[src/rtl/lfsr_rng_arbiter.sv]
// Shared 8-bit maximal-length LFSR with seed/warm-up sequencing and a
// round-robin arbiter that hands one registered random byte per cycle to a requester.
module lfsr_rng_arbiter #(
  parameter int unsigned NUM_REQ      = 4,
  parameter logic [7:0]  DEFAULT_SEED = 8'hA5,
  parameter int unsigned WARMUP       = 4
) (
  input  logic               clk,
  input  logic               rst,
  input  logic [7:0]         seed,
  input  logic               load,
  input  logic [NUM_REQ-1:0] req,
  output logic [NUM_REQ-1:0] gnt,
  output logic [7:0]         rand_out,
  output logic               rand_valid,
  output logic               ready
);

  localparam int unsigned PTR_W = $clog2(NUM_REQ);
  localparam int unsigned CNT_W = 4;

  typedef enum logic {WARM, SERVE} state_e;

  state_e             state_q, state_d;
  logic [CNT_W-1:0]   cnt_q, cnt_d;
  logic [7:0]         lfsr_q, lfsr_d, lfsr_step;
  logic [PTR_W-1:0]   ptr_q, ptr_d;
  logic [NUM_REQ-1:0] gnt_q, gnt_d;
  logic [7:0]         rand_q, rand_d;
  logic               valid_q, valid_d;
  logic               ready_q, ready_d;
  logic [PTR_W-1:0]   win, idx;
  logic               found;

  // Fibonacci taps 8,6,5,4; the all-zero state is unreachable from a non-zero seed
  assign lfsr_step = {lfsr_q[6:0], lfsr_q[7] ^ lfsr_q[5] ^ lfsr_q[4] ^ lfsr_q[3]};

  // First asserted request searching upward from the round-robin pointer
  always_comb begin
    found = 1'b0;
    win   = '0;
    idx   = '0;
    for (int unsigned i = 0; i < NUM_REQ; i++) begin
      idx = PTR_W'((32'(ptr_q) + i) % NUM_REQ);
      if (!found && req[idx]) begin
        found = 1'b1;
        win   = idx;
      end
    end
  end

  always_comb begin
    state_d = state_q;
    cnt_d   = cnt_q;
    lfsr_d  = lfsr_step;
    ptr_d   = ptr_q;
    gnt_d   = '0;
    rand_d  = rand_q;
    valid_d = 1'b0;
    ready_d = 1'b0;
    if (load) begin
      // A zero seed would lock the LFSR, so the default is substituted
      lfsr_d  = (seed == 8'h00) ? DEFAULT_SEED : seed;
      state_d = WARM;
      cnt_d   = CNT_W'(WARMUP);
    end else if (state_q == WARM) begin
      cnt_d = cnt_q - CNT_W'(1);
      if (cnt_q == CNT_W'(1)) begin
        state_d = SERVE;
      end
    end else if (found) begin
      gnt_d[win] = 1'b1;
      rand_d     = lfsr_q;
      valid_d    = 1'b1;
      ptr_d      = (win == PTR_W'(NUM_REQ - 1)) ? '0 : win + PTR_W'(1);
    end
    ready_d = (state_d == SERVE);
  end

  always_ff @(posedge clk) begin
    if (rst) begin
      state_q <= WARM;
      cnt_q   <= CNT_W'(WARMUP);
      lfsr_q  <= DEFAULT_SEED;
      ptr_q   <= '0;
      gnt_q   <= '0;
      rand_q  <= 8'h00;
      valid_q <= 1'b0;
      ready_q <= 1'b0;
    end else begin
      state_q <= state_d;
      cnt_q   <= cnt_d;
      lfsr_q  <= lfsr_d;
      ptr_q   <= ptr_d;
      gnt_q   <= gnt_d;
      rand_q  <= rand_d;
      valid_q <= valid_d;
      ready_q <= ready_d;
    end
  end

  assign gnt        = gnt_q;
  assign rand_out   = rand_q;
  assign rand_valid = valid_q;
  assign ready      = ready_q;

endmodule

[config.mk]
export PLATFORM = sky130hd
export DESIGN_NAME = lfsr_rng_arbiter
export DESIGN_NICKNAME = d
export VERILOG_FILES = /design/src/rtl/lfsr_rng_arbiter.sv
export SDC_FILE = /design/constraint.sdc
export NUM_CORES = 1
export LEC_CHECK = 0
export ABC_AREA = 1
export ABC_CLOCK_PERIOD_IN_PS = 4700
export CAP_MARGIN = 30
export CORE_ASPECT_RATIO = 1.4
export CORE_MARGIN = 3
export CORE_UTILIZATION = 55
export CTS_CLUSTER_DIAMETER = 120
export DETAILED_ROUTE_END_ITERATION = 7
export DONT_BUFFER_PORTS = 1
export PLACE_DENSITY = 0.7
export SLEW_MARGIN = 20
export SYNTH_ARGS = -nofsm -noshare
export SYNTH_HDL_FRONTEND = slang
export SYNTH_SLANG_ARGS = --single-unit
export TNS_END_PERCENT = 100
[constraint.sdc]
create_clock -name clk -period 4.7 [get_ports clk]
set_input_delay 1.41 -clock clk [delete_from_list [all_inputs] [get_ports clk]]
set_output_delay 1.41 -clock clk [all_outputs]
set_load 0.02 [all_outputs]
==> run metrics <==
status completed; TritonCTS Buffers 3; CP Data Required Time 4.95 ns; Clock Sinks 28; crit path cell chain inv_1 > nand2_1 > nand3_1 > nand2_2 > nor2_4 > nand3_4 > nand3_1 > inv_1 > ha_1 > inv_1 > nand3_1 > nand2_1 > nor2_1; CTS tree built; layout cells sized above 1 11.8%; DR DRC count 0; Largest stage delay, worst path 0.29 ns; Antenna Violating Nets Remaining 0; CP Depth 13; first-pass GRT wire length 5.06 mm; WP buf/inv 3; Final Hold Vio Count 0; Post-CTS Setup Bufs 0; Initial DRC Count 17; r2r worst-path depth 12; Final Max Tran Viols 0; DIE AREA 0.00332 mm²; Mean Syn Cell Area 6.95 µm²; Cell Area, Synth 0.00146 mm²; RSZ-0062 raised after global routing no; vias in the first global route 1235; Slew @ Worst Pin 0.566 ns; nets 234; die width 49.5 µm; worst r2r dst ptr_q[1]; Final min period 2.60 ns; design area 0.00154 mm²; Placeable Area 0.00247 mm²; Worst-Skew Late Latency 0.33 ns; placed cell area 0.00149 mm²; final worst path period share 55.3%; HP Class reg2reg; antenna fix cells 0; path type of the worst setup path in2reg; hold endpoint lfsr_q[7]; leak pwr 0.765 nW; detailed-route via count 1240; hold buffer count at cts 0; drt via density 5.04; HPWL after detailed placement 2.20 mm; Die H 67.0 µm; # resized after CTS 0; commonest non-fill, non-tap cell in the layout nand2_1; synthesized flop and latch total 28; Port Buffer Count 0; Setup TNS Final 0 ns; MaxCap Viol Count 0; Placer Congestion 0.859; largest net degree at the start of global routing 17; Reg clk slew, reported paths 0.15 ns; Syn Nets 231; Slowest-stage cell, CP ha_1; Power Dens Cells 299 mW/mm²; DR pass1 iterations 4; Critical Path Source Type primary input; Detailed Route WL 2.67 mm; CP delay by family, top simple AND/OR/NAND/NOR gates; DR WL/cell 10.8 µm; worst flop-to-flop path startpoint ptr_q[0]; Root Buffer clkbuf_4; initial antenna violation count 0; crit path DAT 2.85 ns; initial cell density of the core 59.1%; sequential area share after synthesis 38.4%; fmax 0.385 GHz; IO Pins 29; row cnt 21; Post-Syn Instances 210; maximum clock path buffer count 2; Slew headroom 62.2%; most frequent cells in the layout 53 x nand2_1, 30 x inv_1, 29 x nor2_1; H-tree depth 1; Final Skew 0.00232 ns; maximum VDD drop 0.181 mV; Final setup viols 0; grt total ovfl 0; flop2flop setup slack 2.51 ns; total global-route track usage 19.2%; worst hold stages 2; crit-path max FO 9; Synth-to-Final Area Change 5.48%; Worst setup EP type flip-flop; Yosys warning total 0; post-synth cell types 28; Hold Startpoint lfsr_q[6]; Crit. Startpoint req[3]
-- cell usage after synthesis --
master | instances | share of area [%]
nor2_4 | 1 | 0.77
inv_6 | 2 | 1.2
ha_1 | 6 | 5.1
nand3_1 | 17 | 5.8
a22o_1 | 1 | 0.60
nand3b_1 | 1 | 0.51
inv_1 | 30 | 7.7
nor4_1 | 1 | 0.43
nor2_1 | 29 | 7.5
dfxtp_1 | 28 | 38
buf_6 | 1 | 0.77
xnor2_1 | 2 | 1.2
a31oi_1 | 1 | 0.43
nand2_4 | 2 | 1.5
nand2_1 | 53 | 14
o21ai_2 | 1 | 0.60
xor2_1 | 1 | 0.60
nand2_2 | 7 | 3.0
nand3_4 | 1 | 1.2
a21oi_1 | 5 | 1.7
inv_2 | 3 | 0.77
o32a_1 | 1 | 0.69
nand4_1 | 1 | 0.43
nor3_1 | 4 | 1.4
o21ai_1 | 1 | 0.34
o21ai_0 | 5 | 1.7
nor2_2 | 4 | 1.7
clkbuf_1 | 1 | 0.26
-- final cells by class --
type	count	area (µm²)
Multi-Input combinational cell	145	743
Inverter	35	141
Fill cell	254	930
Tap cell	34	42.5
Sequential cell	28	561
Clock inverter	1	30.0
Clock buffer	3	22.5
-- cell families after synthesis --
| kind of cell | after synthesis | synth area share (%) |
|---|---|---|
| AND/OR/NAND/NOR | 121 | 37.9 |
| buffers and inverters | 37 | 10.7 |
| flip-flops | 28 | 38.4 |
| AO/OA/AOI/OAI | 15 | 6.08 |
| XOR/XNOR | 3 | 1.80 |
| adder cells (fa/ha/maj) | 6 | 5.14 |
-- power by group --
| part | internal, W | switching [W] | total [W] |
|---|---|---|---|
| Clock | 0.0000863 | 0.0000705 | 0.000157 |
| Sequential | 0.000246 | 0.00000619 | 0.000253 |
| Combinational | 0.0000193 | 0.0000322 | 0.0000515 |
| Total | 0.000352 | 0.000109 | 0.000461 |
-- how the worst max path moves through the flow --
stage / to / slack [ns]
2_1_floorplan: ptr_q[1] / 1.91
3_3_place_gp: ptr_q[1] / 1.82
3_5_place_dp: ptr_q[1] / 1.73
4_1_cts: ptr_q[1] / 2.10
5_1_grt: ptr_q[1] / 1.93
6_report: ptr_q[1] / 2.10
-- worst reg2reg max path, stage by stage (launching register included) --
cell and delay [ns]:
dfxtp_1 0.61, inv_6 0.09, nand2_1 0.07, nand2_1 0.09, o21ai_1 0.29, nand3_4 0.17, nand3_1 0.17, inv_1 0.08
ha_1 0.29, inv_1 0.06, nand3_1 0.06, nand2_1 0.08, nor2_1 0.05
-- stage by stage --
| step | worst slack, ns | utilization [%] | power [W] | hold slack (ns) | instances |
|---|---|---|---|---|---|
| after floorplan | 1.91 | - | 0.000300 | 0.432 | 210 |
| after global placement | 1.82 | 60.2 | 0.000308 | 0.461 | 242 |
| after detailed placement | 1.73 | 60.2 | 0.000310 | 0.476 | 242 |
| after CTS | 2.10 | 62.4 | 0.000465 | 0.501 | 246 |
| after global routing | 1.93 | 62.4 | 0.000485 | 0.538 | 246 |
| final | 2.10 | 62.4 | 0.000461 | 0.495 | 246 |
-- flip-flops by register name, indices dropped and copies added, names as in the netlist --
signal / flops
lfsr_q: 8
rand_out: 8
cnt_q: 4
gnt: 4
ptr_q: 2
rand_valid: 1
ready: 1
-- layer usage --
layer | vias to the layer above | part of all wire [%] | global-route usage, %
met2 | 23 | 54 | 36.8
met3 | 7 | 3.5 | 2.46
met4 | 0 | 2.2 | 8.30
met5 | - | 0 | 0
met1 | 555 | 40 | 20.7
li1 | 655 | - | -
No activity file was read; power rests on OpenSTA's default activity.
